<file path="src/rtl/seq_addsub_pkg.sv">
// Shared encodings for the sequential adder/subtractor: FSM states and op select.
package seq_addsub_pkg;

  typedef enum logic [1:0] {
    IDLE = 2'd0,
    RUN  = 2'd1,
    DONE = 2'd2
  } state_e;

  localparam logic OP_ADD = 1'b0;
  localparam logic OP_SUB = 1'b1;

endpackage

</file>
<file path="src/rtl/seq_addsub_rca_slice.sv">
// Full-adder cell and the SLICE-bit combinational ripple chain built from it.
module fa (
  input  logic a,
  input  logic b,
  input  logic ci,
  output logic s,
  output logic co
);
  assign s  = a ^ b ^ ci;
  assign co = (a & b) | (ci & (a ^ b));
endmodule

module rca_slice #(
  parameter int SLICE = 8
) (
  input  logic [SLICE-1:0] x,
  input  logic [SLICE-1:0] y,
  input  logic             ci,
  output logic [SLICE-1:0] s,
  output logic             co,
  output logic             c_msb
);
  logic [SLICE:0] c;

  assign c[0] = ci;

  for (genvar i = 0; i < SLICE; i++) begin : g_bit
    fa u_fa (
      .a  (x[i]),
      .b  (y[i]),
      .ci (c[i]),
      .s  (s[i]),
      .co (c[i+1])
    );
  end

  // c_msb is the carry into the top bit; XOR with co gives signed overflow.
  assign co    = c[SLICE];
  assign c_msb = c[SLICE-1];
endmodule

</file>
<file path="src/rtl/seq_addsub.sv">
// Multi-cycle WIDTH-bit adder/subtractor: one SLICE-bit ripple segment per clock,
// carry registered between segments, valid/ready on both request and result sides.
module seq_addsub
  import seq_addsub_pkg::*;
#(
  parameter int WIDTH = 32,
  parameter int SLICE = 8
) (
  input  logic             clock,
  input  logic             reset,
  input  logic             in_valid,
  output logic             in_ready,
  input  logic [WIDTH-1:0] a,
  input  logic [WIDTH-1:0] b,
  input  logic             cin,
  input  logic             sub,
  output logic             out_valid,
  input  logic             out_ready,
  output logic [WIDTH-1:0] sum,
  output logic             cout,
  output logic             overflow,
  output logic             zero,
  output state_e           dbg_state
);
  localparam int NSLICE = WIDTH / SLICE;
  localparam int IDXW   = (NSLICE > 1) ? $clog2(NSLICE) : 1;
  localparam logic [IDXW-1:0] LAST_IDX = IDXW'(NSLICE - 1);

  // Handshakes: a transfer happens on a rising edge where valid and ready are both 1.
  // in_ready is high only in IDLE, out_valid only in DONE; no same-cycle turnaround.

  state_e            state_q, state_d;
  logic [IDXW-1:0]   idx_q, idx_d;
  logic [WIDTH-1:0]  a_q, a_d;
  logic [WIDTH-1:0]  b_q, b_d;
  logic              sub_q, sub_d;
  logic              carry_q, carry_d;
  logic [WIDTH-1:0]  sum_q, sum_d;
  logic              cout_q, cout_d;
  logic              ovf_q, ovf_d;

  int                off;
  logic [SLICE-1:0]  slice_x, slice_y, slice_s;
  logic              slice_co, slice_cmsb;

  assign off     = int'(idx_q) * SLICE;
  assign slice_x = a_q[off +: SLICE];
  assign slice_y = b_q[off +: SLICE];

  rca_slice #(.SLICE(SLICE)) u_slice (
    .x     (slice_x),
    .y     (slice_y),
    .ci    (carry_q),
    .s     (slice_s),
    .co    (slice_co),
    .c_msb (slice_cmsb)
  );

  always_ff @(posedge clock) begin
    if (reset) begin
      state_q <= IDLE;
      idx_q   <= '0;
      a_q     <= '0;
      b_q     <= '0;
      sub_q   <= OP_ADD;
      carry_q <= 1'b0;
      sum_q   <= '0;
      cout_q  <= 1'b0;
      ovf_q   <= 1'b0;
    end else begin
      state_q <= state_d;
      idx_q   <= idx_d;
      a_q     <= a_d;
      b_q     <= b_d;
      sub_q   <= sub_d;
      carry_q <= carry_d;
      sum_q   <= sum_d;
      cout_q  <= cout_d;
      ovf_q   <= ovf_d;
    end
  end

  always_comb begin
    state_d = state_q;
    idx_d   = idx_q;
    a_d     = a_q;
    b_d     = b_q;
    sub_d   = sub_q;
    carry_d = carry_q;
    sum_d   = sum_q;
    cout_d  = cout_q;
    ovf_d   = ovf_q;
    case (state_q)
      IDLE: begin
        if (in_valid) begin
          // Subtract is a + ~b + ~borrow, so the chain itself only ever adds.
          a_d     = a;
          sub_d   = sub;
          b_d     = (sub == OP_SUB) ? ~b : b;
          carry_d = (sub == OP_SUB) ? ~cin : cin;
          idx_d   = '0;
          state_d = RUN;
        end
      end
      RUN: begin
        sum_d[off +: SLICE] = slice_s;
        carry_d             = slice_co;
        if (idx_q == LAST_IDX) begin
          cout_d  = slice_co;
          ovf_d   = slice_cmsb ^ slice_co;
          idx_d   = '0;
          state_d = DONE;
        end else begin
          idx_d = idx_q + IDXW'(1);
        end
      end
      DONE: begin
        if (out_ready) state_d = IDLE;
      end
      default: state_d = IDLE;
    endcase
  end

  assign in_ready  = (state_q == IDLE);
  assign out_valid = (state_q == DONE);
  assign sum       = sum_q;
  assign cout      = cout_q;
  assign overflow  = ovf_q;
  // Gated by out_valid so zero reads 0 outside DONE (including after reset).
  assign zero      = out_valid && (sum_q == '0);
  assign dbg_state = state_q;

  logic unused_sub;
  assign unused_sub = sub_q;
endmodule

</file>
<file path="config.mk">
export PLATFORM = sky130hd
export DESIGN_NAME = seq_addsub
export DESIGN_NICKNAME = d
export VERILOG_FILES = /design/src/rtl/seq_addsub_pkg.sv /design/src/rtl/seq_addsub_rca_slice.sv /design/src/rtl/seq_addsub.sv
export SDC_FILE = /design/constraint.sdc
export NUM_CORES = 1
export LEC_CHECK = 0
export CORE_UTILIZATION = 50
export DETAILED_ROUTE_END_ITERATION = 8
export PLACE_DENSITY = 0.86
export SLEW_MARGIN = 25
export SYNTH_ARGS = -nofsm -noshare
export SYNTH_HDL_FRONTEND = slang
export SYNTH_SLANG_ARGS = --single-unit
</file>
<file path="constraint.sdc">
create_clock -name clock -period 5.1 [get_ports clock]
set_input_delay 1.02 -clock clock [delete_from_list [all_inputs] [get_ports clock]]
set_output_delay 1.02 -clock clock [all_outputs]
set_load 0.05 [all_outputs]
</file>
# Word-level counts from Yosys, hierarchy flattened
# Index checks and enable logic that the tools add are counted.
[totals] word_cells=83 register_bits=103 latch_bits=0 rom_bits=0 input_bits=70 memories=0 ramBits=0 output_inout_bits=39
[classes] mux=12 mul=0 addsub=2 shifts=4 magnitude_cmp=0 bitwise=43 n_reduce_logical=8 n_eq_ne=6 n_div=0
[op_table] cell="$shiftx A32 B6 Y8" count=2
[op_table] cell="$neg A5 Y33" count=1
[op_table] cell="$shift A8 B33 Y32 const A" count=1
[op_table] cell="$shiftx A8 B33 Y32" count=1
[op_table] cell="$bwmux W32" count=1
[op_table] cell="$logic_not A32 Y1" count=1
[op_table] cell="$mux W32" count=1
[op_table] cell="$not A32 Y32" count=1
[op_table] cell="$xor A1 B1 Y1" count=17
[op_table] cell="$and A1 B1 Y1" count=16
[op_table] cell="$mux W2" count=5
[op_table] cell="$or A1 B1 Y1" count=8
[op_table] cell="$pmux W2 S3" count=1
[op_table] cell="$reduce_and A2 Y1" count=3
[op_table] cell="$eq A2 B2 Y1 const B" count=2
[op_table] cell="$ne A2 B2 Y1 const B" count=2
[op_table] cell="$pmux W2 S2" count=1
[op_table] cell="$reduce_and A3 Y1" count=1
[op_table] cell="$add A2 B1 Y2 const B" count=1
[op_table] cell="$eq A2 B1 Y1 const B" count=1
[op_table] cell="$logic_not A2 Y1" count=1
[op_table] cell="$mux W1" count=2
[op_table] cell="$ne A2 B1 Y1 const B" count=1
[op_table] cell="$pmux W1 S2" count=1
[op_table] cell="3 further kinds" count=3

# Longest topological paths before layout
# Gate-level depths: netlist of the first run.
[depth] ltp_word=19 ltp_mapped=18 mapped_depth_nobuf=16

# By module
# Synthesis of the first run repeated with hierarchy kept, for this count alone.
[unflattened] hier_cells=515 area_unflattened_um2=4992.3
[modules_own_cells] mod="seq_addsub" area_per_inst_um2=4832.1 n_inst=1 seq_area_each_um2=2062.0 cells_each=507
[modules_own_cells] mod="fa" area_per_inst_um2=20.0 n_inst=8 seq_area_each_um2=0.0 cells_each=1

# Worst setup path before layout of the first run
# Ideal clock, no wire load.
[synth_timing] path_type="register -> register" startpoint="reg idx_q[0]" endpoint="reg sum_q[15] (netlist: sum[15])" path_slack_ns=0.725 path_stages_with_launch=18 path_buffers=2 setup_time_ns=0.132 period_less_slack_ns=4.375 t_arrival_ns=4.242 t_required_ns=4.968 path_cell_list="dfxtp_1 buf_4 buf_4 mux4_2 inv_1 fa_1 fa_1 inv_1 fa_1 inv_1 fa_1 fa_1 fa_1 fa_1 inv_1 fa_1 nand3_1 a21oi_1"
[synth_between] elab_chain_len=19 elab_cells_between_ends=43 classes_between="add/sub (1); shift (4); mux (1); bitwise (37)"
[synth_lines] item="from (decl)" line="seq_addsub.sv:33" text="logic [IDXW-1:0] idx_q, idx_d;"
[synth_lines] item="from (signal assigned)" line="seq_addsub.sv:72" text="idx_q <= idx_d;"
[synth_lines] item="$shiftx A32 B6 Y8 (on tied branches)" line="seq_addsub.sv:47, seq_addsub.sv:48"
[synth_lines] item="$xor A1 B1 Y1" line="seq_addsub_rca_slice.sv:9, seq_addsub_rca_slice.sv:10"
[synth_lines] item="$and A1 B1 Y1" line="seq_addsub_rca_slice.sv:10" text="assign co = (a & b) | (ci & (a ^ b));"
[synth_lines] item="$or A1 B1 Y1" line="seq_addsub_rca_slice.sv:10"
[synth_lines] item="$and A1 B1 Y1" line="seq_addsub_rca_slice.sv:10"
[synth_lines] item="$or A1 B1 Y1" line="seq_addsub_rca_slice.sv:10"
[synth_lines] item="$and A1 B1 Y1" line="seq_addsub_rca_slice.sv:10"
[synth_lines] item="$or A1 B1 Y1" line="seq_addsub_rca_slice.sv:10"
[synth_lines] item="[... 3 more ...]"
[synth_lines] item="$or A1 B1 Y1" line="seq_addsub_rca_slice.sv:10"
[synth_lines] item="$and A1 B1 Y1" line="seq_addsub_rca_slice.sv:10"
[synth_lines] item="$or A1 B1 Y1" line="seq_addsub_rca_slice.sv:10"
[synth_lines] item="$and A1 B1 Y1" line="seq_addsub_rca_slice.sv:10"
[synth_lines] item="$or A1 B1 Y1" line="seq_addsub_rca_slice.sv:10"
[synth_lines] item="$xor A1 B1 Y1" line="seq_addsub_rca_slice.sv:9" text="assign s = a ^ b ^ ci;"
[synth_lines] item="$shiftx A8 B33 Y32" line="seq_addsub.sv:106" text="sum_d[off +: SLICE] = slice_s;"
[synth_lines] item="$bwmux W32 (*)" line="seq_addsub.sv:106"
[synth_lines] item="to (signal assigned)" line="seq_addsub.sv:77" text="sum_q <= sum_d;"
[synth_lines] item="to (decl)" line="seq_addsub.sv:38" text="logic [WIDTH-1:0] sum_q, sum_d;"
# Mark *: on every way between the ends. The rest lies on a longest branch, timed or not.
# A chain may end at the register's enable or synchronous reset.

# Final worst setup path of the first run
[layout_timing] startpoint="reg idx_q[0]" endpoint="reg sum_q[23] (netlist: sum[23])"
# Same word-level chain as after synthesis.

==> results of run 1 <==
==> cell type report <==
class	count	share of cell area [%]
clock buffer	10	2.04
inverter	18	1.08
sequential	103	32.9
clock inverter	5	0.559
tap	133	2.66
multi-input combinational	369	42.8
timing repair buffer	114	18.0
==> logic make-up (layout without fill, tap and decap cells) <==
family,after synthesis,after routing
mux,17,17
fa+ha+maj,14,14
compound gates,103,103
simple gates,201,201
xor+xnor,34,34
flops,103,103
buf+inv,59,147
==> layout by cell type (no fill, tap or decap), types with 2 or more instances in the layout <==
| cell type | instances |
|---|---|
| mux4_2 | 16 |
| ha_1 | 6 |
| buf_6 | 2 |
| and3b_1 | 5 |
| inv_1 | 18 |
| dfxtp_1 | 103 |
| clkbuf_8 | 9 |
| fa_1 | 8 |
| nand2_1 | 99 |
| nand2b_1 | 2 |
| nor2_1 | 36 |
| xnor2_1 | 33 |
| clkdlybuf4s50_1 | 106 |
| nand3_1 | 12 |
| nand3b_1 | 28 |
| a21oi_1 | 68 |
| nor4_1 | 8 |
| nor3b_4 | 4 |
| a211oi_2 | 32 |
| clkinv_2 | 2 |
| buf_4 | 5 |
==> registers in the layout, indices dropped and copies added (netlist names) <==
register   count
sum           32
a_q           32
dbg_state      2
cout           1
overflow       1
idx_q          2
carry_q        1
b_q           32
==> metal layers <==
metal  track usage (%)  share of wire, %  vias up
li1                  -                 -     1984
met1              28.6                42     1937
met2              39.8                50      161
met3              3.25               5.1       24
met4              10.8               2.8        0
met5                 0                 0        -
==> power by group <==
part	internal, mW	switching (mW)	leakage, nW
registers	0.849	0.0299	0.843
logic	0.178	0.191	1.20
clock network	0.176	0.272	0.0825
total	1.20	0.492	2.12
==> path summary, 6_finish.rpt <==
check,cells after the start,startpoint,to
hold reg to reg,2,a_q[19]$_SDFFE_PP0P_,a_q[19]$_SDFFE_PP0P_
setup / recovery,16,idx_q[0]$_SDFFE_PP0P_,sum[23]$_SDFFE_PP0P_
hold / removal,2,a_q[19]$_SDFFE_PP0P_,a_q[19]$_SDFFE_PP0P_
setup reg to reg,16,idx_q[0]$_SDFFE_PP0P_,sum[23]$_SDFFE_PP0P_
==> critical path: stages (launching register included) <==
cell,delay (ns)
dfxtp_1,0.35
buf_4,0.19
mux4_2,0.33
inv_1,0.05
fa_1,0.37
fa_1,0.37
inv_1,0.08
fa_1,0.15
inv_1,0.05
fa_1,0.37
fa_1,0.39
fa_1,0.39
fa_1,0.42
inv_1,0.10
fa_1,0.47
nand3_1,0.10
a21oi_1,0.07
==> through the flow <==
stage | util [%] | cell area (sq um) | std cells | hold slack [ns] | worst slack, ns
after floorplan | - | 5070 | 531 | 0.433 | 0.725
after global placement | 62.0 | 6090 | 737 | 0.441 | 0.749
after detailed placement | 62.1 | 6100 | 737 | 0.443 | 0.698
after CTS | 63.7 | 6260 | 752 | 0.456 | 0.689
after global routing | 63.8 | 6260 | 752 | 0.474 | 0.494
final | 63.8 | 6260 | 752 | 0.455 | 0.698
==> results.json, run 1 <==
{
  "status": "finished clean",
  "cts_max_path_buffers": 2,
  "synth_top_family_by_area": "simple AND/OR/NAND/NOR gates",
  "routed-via-count": 4106,
  "yosysTopAreaCellShare_pct": 40.6,
  "max_freq_ghz": 0.227,
  "fin_crit_sh_pct": 86.3,
  "synth_xor_area_share_pct": 5.87,
  "critPathRequiredTime_ns": 5.30,
  "synthMuxAreaShare_pct": 7.30,
  "antenna_found_initial": 0,
  "ys.flop_type": "dfxtp_1",
  "ctsResizeCount": 0,
  "clkTransAtPathRegs_ns": 0.09,
  "grt_max_degree": 104,
  "synthDistinctLibCells": 33,
  "cts-htree-levels": 3,
  "arrival_ns": 4.61,
  "setup-tns-final_ns": 0,
  "hp-class": "register to register",
  "pin_count": 109,
  "post-cts-setup-buffers": 0,
  "cts.root.buffer_cell": "clkbuf_8",
  "antenna_cells": 0,
  "finalSetupViolCount": 0,
  "ant_nets": 0,
  "track_usage_pct": 23.1,
  "fin_worst_skew_ns": 0.0169,
  "maxCapViolations": 0,
  "vdd_ir_drop_max_uv": 135,
  "p_leak_nw": 2.12,
  "drive_gt1_share_pct": 12.3,
  "tightest_slew_ns": 0.873,
  "vias_per_cell": 5.46,
  "end_kind": "register",
  "synth_nets": 615,
  "critical_path_class": "register to register",
  "grt_setup_unrepaired": "no",
  "fillers": 849,
  "drt-pass1-iter-count": 5,
  "async_flop_share_pct": 0,
  "first_iter_violations": 199,
  "synth_seq_cells": 103,
  "drc": 0,
  "synthAdderAreaFrac_pct": 4.64,
  "numCtsBuffers": 9,
  "initial_core_util_pct": 51.7,
  "core_area_sq_mm": 0.00982,
  "cp-start-kind": "register",
  "seq_area_sq_mm": 0.00206,
  "rrSetupSlack_ns": 0.70,
  "synth_area_leader_cell": "dfxtp_1",
  "grt_pass1_wl_mm": 18.4,
  "synthesis.area_sq_mm": 0.00507,
  "synth-compound-area-share_pct": 15.0,
  "slew_headroom_pct": 41.8,
  "nNetsFinal": 699,
  "grt_overflow_total": 0,
  "wl_per_cell_um": 15.3,
  "syn_inst": 531,
  "cts_tree": "done",
  "routed_wl_mm": 11.5,
  "dpl.hpwl_mm": 8.50,
  "die_area_sq_mm": 0.0106,
  "synthToLayoutAreaGrowth_pct": 23.4,
  "avgSynthCellArea_sq_um": 9.55,
  "io_buffers": 108,
  "hold_viol_final": 0,
  "power_density_mw_per_mm2": 271,
  "power_mw": 1.70,
  "synthTopCellsByArea": "dfxtp_1, a211oi_2, nand2_1",
  "die_w_um": 103,
  "gp_congestion": 0.865,
  "grt_pass1_vias": 3846,
  "synthTopCellsByCount": "dfxtp_1, nand2_1, a21oi_1",
  "finalCriticalPeriod_ns": 4.40,
  "cts_hold_buf": 0,
  "yosysSeqAreaShare_pct": 40.6,
  "rows": 36,
  "cts.sinks": 103,
  "synth_edf_count": 0,
  "synth_most_common_cell": "dfxtp_1",
  "yosysWarnings": 0,
  "die_h_um": 103,
  "clock_latency_ns": 0.37,
  "synthSimpleGateAreaFrac_pct": 20.0,
  "crit_path_max_fanout": 8,
  "drv_slew": 0,
  "multi_input_area_sq_mm": 0.00268
}
Power figures use the tool's default switching activity.
==> inputs of run 2 (changes only) <==
--- a/config.mk
+++ b/config.mk
@@ -5,7 +5,9 @@
 export SDC_FILE = /design/constraint.sdc
 export NUM_CORES = 1
 export LEC_CHECK = 0
+export CAP_MARGIN = 20
 export CORE_UTILIZATION = 50
+export CTS_CLUSTER_SIZE = 25
 export DETAILED_ROUTE_END_ITERATION = 8
 export PLACE_DENSITY = 0.86
 export SLEW_MARGIN = 25
==> results of run 2 <==
Final layout, timing and power as in run 1 (identical DEF).
==> inputs of run 3 (changes only) <==
--- a/config.mk
+++ b/config.mk
@@ -5,11 +5,13 @@
 export SDC_FILE = /design/constraint.sdc
 export NUM_CORES = 1
 export LEC_CHECK = 0
+export ABC_AREA = 1
 export CAP_MARGIN = 20
 export CORE_UTILIZATION = 50
 export CTS_CLUSTER_SIZE = 25
 export DETAILED_ROUTE_END_ITERATION = 8
 export PLACE_DENSITY = 0.86
+export SKIP_CTS_REPAIR_TIMING = 1
 export SLEW_MARGIN = 25
 export SYNTH_ARGS = -nofsm -noshare
 export SYNTH_HDL_FRONTEND = slang
==> run 3 against run 2 <==
Combinational power rose by 6.0%. Sequential share of layout area fell by 0.41 points. Die area fell by 0.34%. Critical path type unchanged.
==> results.json, run 3 <==
{
  "reg2reg_to": "sum[15]$_SDFFE_PP0P_",
  "antenna_found_initial": 0,
  "fillers": 859,
  "yosysSeqAreaShare_pct": 40.8,
  "clkTransAtPathRegs_ns": 0.09,
  "cts.sinks": 103,
  "numCtsBuffers": 9,
  "drt-pass1-iter-count": 5,
  "vdd_ir_drop_max_uv": 142,
  "die_w_um": 103,
  "cts_tree": "done",
  "ant_nets": 0,
  "cts_max_path_buffers": 2,
  "drc": 0,
  "fin_crit_sh_pct": 91.2,
  "dpl.hpwl_mm": 9.50,
  "synth_seq_cells": 103,
  "r2r_start": "idx_q[1]$_SDFFE_PP0P_",
  "layout_commonest_cell": "nor2_1",
  "hold_depth": 2,
  "fin_worst_skew_ns": 0.00832,
  "vias_per_cell": 5.05,
  "synth_area_leader_cell": "dfxtp_1",
  "rrSetupSlack_ns": 0.45,
  "finalCriticalPeriod_ns": 4.65,
  "holdPathEnd": "sum[2]$_SDFFE_PP0P_",
  "routed-via-count": 4694,
  "maxCapViolations": 0,
  "pin_count": 109,
  "critPathRequiredTime_ns": 5.32,
  "synth_nets": 788,
  "rows": 36,
  "setup-tns-final_ns": 0,
  "hold_viol_final": 0,
  "ys.flop_type": "dfxtp_1",
  "slowest_stage": "fa_1",
  "max_freq_ghz": 0.215,
  "synthesis.area_sq_mm": 0.00506,
  "synthToLayoutAreaGrowth_pct": 25.4,
  "p_leak_nw": 2.61,
  "grt_setup_unrepaired": "no",
  "first_iter_violations": 266,
  "async_flop_share_pct": 0,
  "ff2ff_path_depth": 20,
  "slew_headroom_pct": 44.2,
  "grt_pass1_wl_mm": 20.0,
  "synthDistinctLibCells": 28,
  "die_h_um": 103,
  "cts-htree-levels": 3,
  "worst_path_most_repeated_cell": "fa_1",
  "gp_congestion": 0.961,
  "wl_per_cell_um": 13.3,
  "power_mw": 1.79,
  "antenna_cells": 0,
  "slowest_delay_ns": 0.44,
  "routed_wl_mm": 12.3,
  "die_area_sq_mm": 0.0105,
  "most-common-layout-cells": "nor2_1, nand2_1, clkdlybuf4s50_1, dfxtp_1",
  "status": "finished clean",
  "grt_overflow_total": 0,
  "end_kind": "register",
  "cp-start-kind": "register",
  "grt_max_degree": 70,
  "hp-class": "register to register",
  "avgSynthCellArea_sq_um": 7.18,
  "yosysTopAreaCellShare_pct": 40.8,
  "path_cells": "inv_2, o21ai_0, o22a_1, fa_1, fa_1, inv_1, fa_1, inv_1, fa_1, fa_1, fa_1, fa_1, inv_1, fa_1, inv_1, nor2_1, nand2_1, nor2_1, nor2_1, nor2_1",
  "finalSetupViolCount": 0,
  "power_density_mw_per_mm2": 282,
  "synthTopCellsByArea": "dfxtp_1, nor2_1, nand2_1",
  "drv_slew": 0,
  "nNetsFinal": 876,
  "crit_path_max_fanout": 13,
  "synthTopCellsByCount": "nor2_1, nand2_1, dfxtp_1",
  "initial_core_util_pct": 51.7,
  "track_usage_pct": 24.6,
  "critical_path_class": "register to register",
  "core_area_sq_mm": 0.00977,
  "clock_latency_ns": 0.36,
  "synth_edf_count": 0,
  "arrival_ns": 4.87,
  "synth_most_common_cell": "nor2_1",
  "syn_inst": 704,
  "grt_pass1_vias": 4401,
  "yosysWarnings": 0,
  "tightest_slew_ns": 0.837,
  "cts.root.buffer_cell": "clkbuf_8",
  "hp-start": "sum[2]$_SDFFE_PP0P_",
  "io_buffers": 108,
  "drive_gt1_share_pct": 5.14
}
==> run 3: logic make-up (layout without fill, tap and decap cells) <==
kind of cell / count (synthesis) / count (layout) / synth area share (%)
DFF: 103 / 103 / 40.8
buffers and inverters: 85 / 178 / 7.75
and+or+nand+nor: 326 / 326 / 26.0
xor gates and xnor gates: 33 / 33 / 5.72
adders and majority gates: 14 / 14 / 4.65
AOI/OAI and AO/OA: 143 / 143 / 15.1
==> run 3: area by class of cell <==
cell class | instances | area (sq um) | area share, %
sequential | 103 | 2060 | 32.5
clock inverter | 2 | 38.8 | 0.612
inverter | 45 | 170 | 2.68
clock buffer | 14 | 163 | 2.57
multi-input combinational | 516 | 2600 | 41.0
tap | 133 | 166 | 2.62
timing repair buffer | 117 | 1140 | 18.0
==> run 3: power breakdown <==
group          switching [mW]  internal [mW]  leakage, nW  total [mW]
sequential             0.0346          0.853        0.844       0.888
combinational           0.225          0.166         1.66       0.391
clock                   0.257          0.256        0.101       0.512
total                   0.516           1.27         2.61        1.79
==> run 3: worst max path at each step <==
stage	to	startpoint	slack, ns
after floorplan	sum[15]$_SDFFE_PP0P_	idx_q[1]$_SDFFE_PP0P_	0.51
after global placement	sum[15]$_SDFFE_PP0P_	idx_q[1]$_SDFFE_PP0P_	0.50
after detailed placement	sum[15]$_SDFFE_PP0P_	idx_q[1]$_SDFFE_PP0P_	0.36
after CTS	sum[15]$_SDFFE_PP0P_	idx_q[1]$_SDFFE_PP0P_	0.35
after global routing	sum[15]$_SDFFE_PP0P_	idx_q[1]$_SDFFE_PP0P_	0.11
final	sum[15]$_SDFFE_PP0P_	idx_q[1]$_SDFFE_PP0P_	0.45
==> run 3: through the flow <==
| stage | instances | setup WS, ns | util [%] | hold slack (ns) | instance area [sq um] |
|---|---|---|---|---|---|
| after CTS | 930 | 0.348 | 64.9 | 0.470 | 6340 |
| after detailed placement | 914 | 0.364 | 62.8 | 0.456 | 6140 |
| after global routing | 930 | 0.113 | 64.9 | 0.488 | 6340 |
| after global placement | 914 | 0.501 | 62.8 | 0.447 | 6140 |
| final | 930 | 0.448 | 64.9 | 0.466 | 6340 |
| after floorplan | 704 | 0.513 | - | 0.440 | 5060 |
==> run 3: metal layers <==
metal | up-vias | wire length (um) | track usage [%]
met2 | 171 | 6060 | 43.2
met5 | - | 0 | 0
met1 | 2087 | 5250 | 29.5
li1 | 2402 | - | -
met3 | 34 | 606 | 3.59
met4 | 0 | 418 | 11.8
==> run 3: worst max-delay path, delay by kind of cell (launching register included) <==
family                   cells  cell delay (ns)
AND/OR/NAND/NOR              5             0.32
flip-flops                   1             0.40
adder cells (fa/ha/maj)      8             2.99
buffers and inverters        5             0.50
AO/OA/AOI/OAI                2             0.31
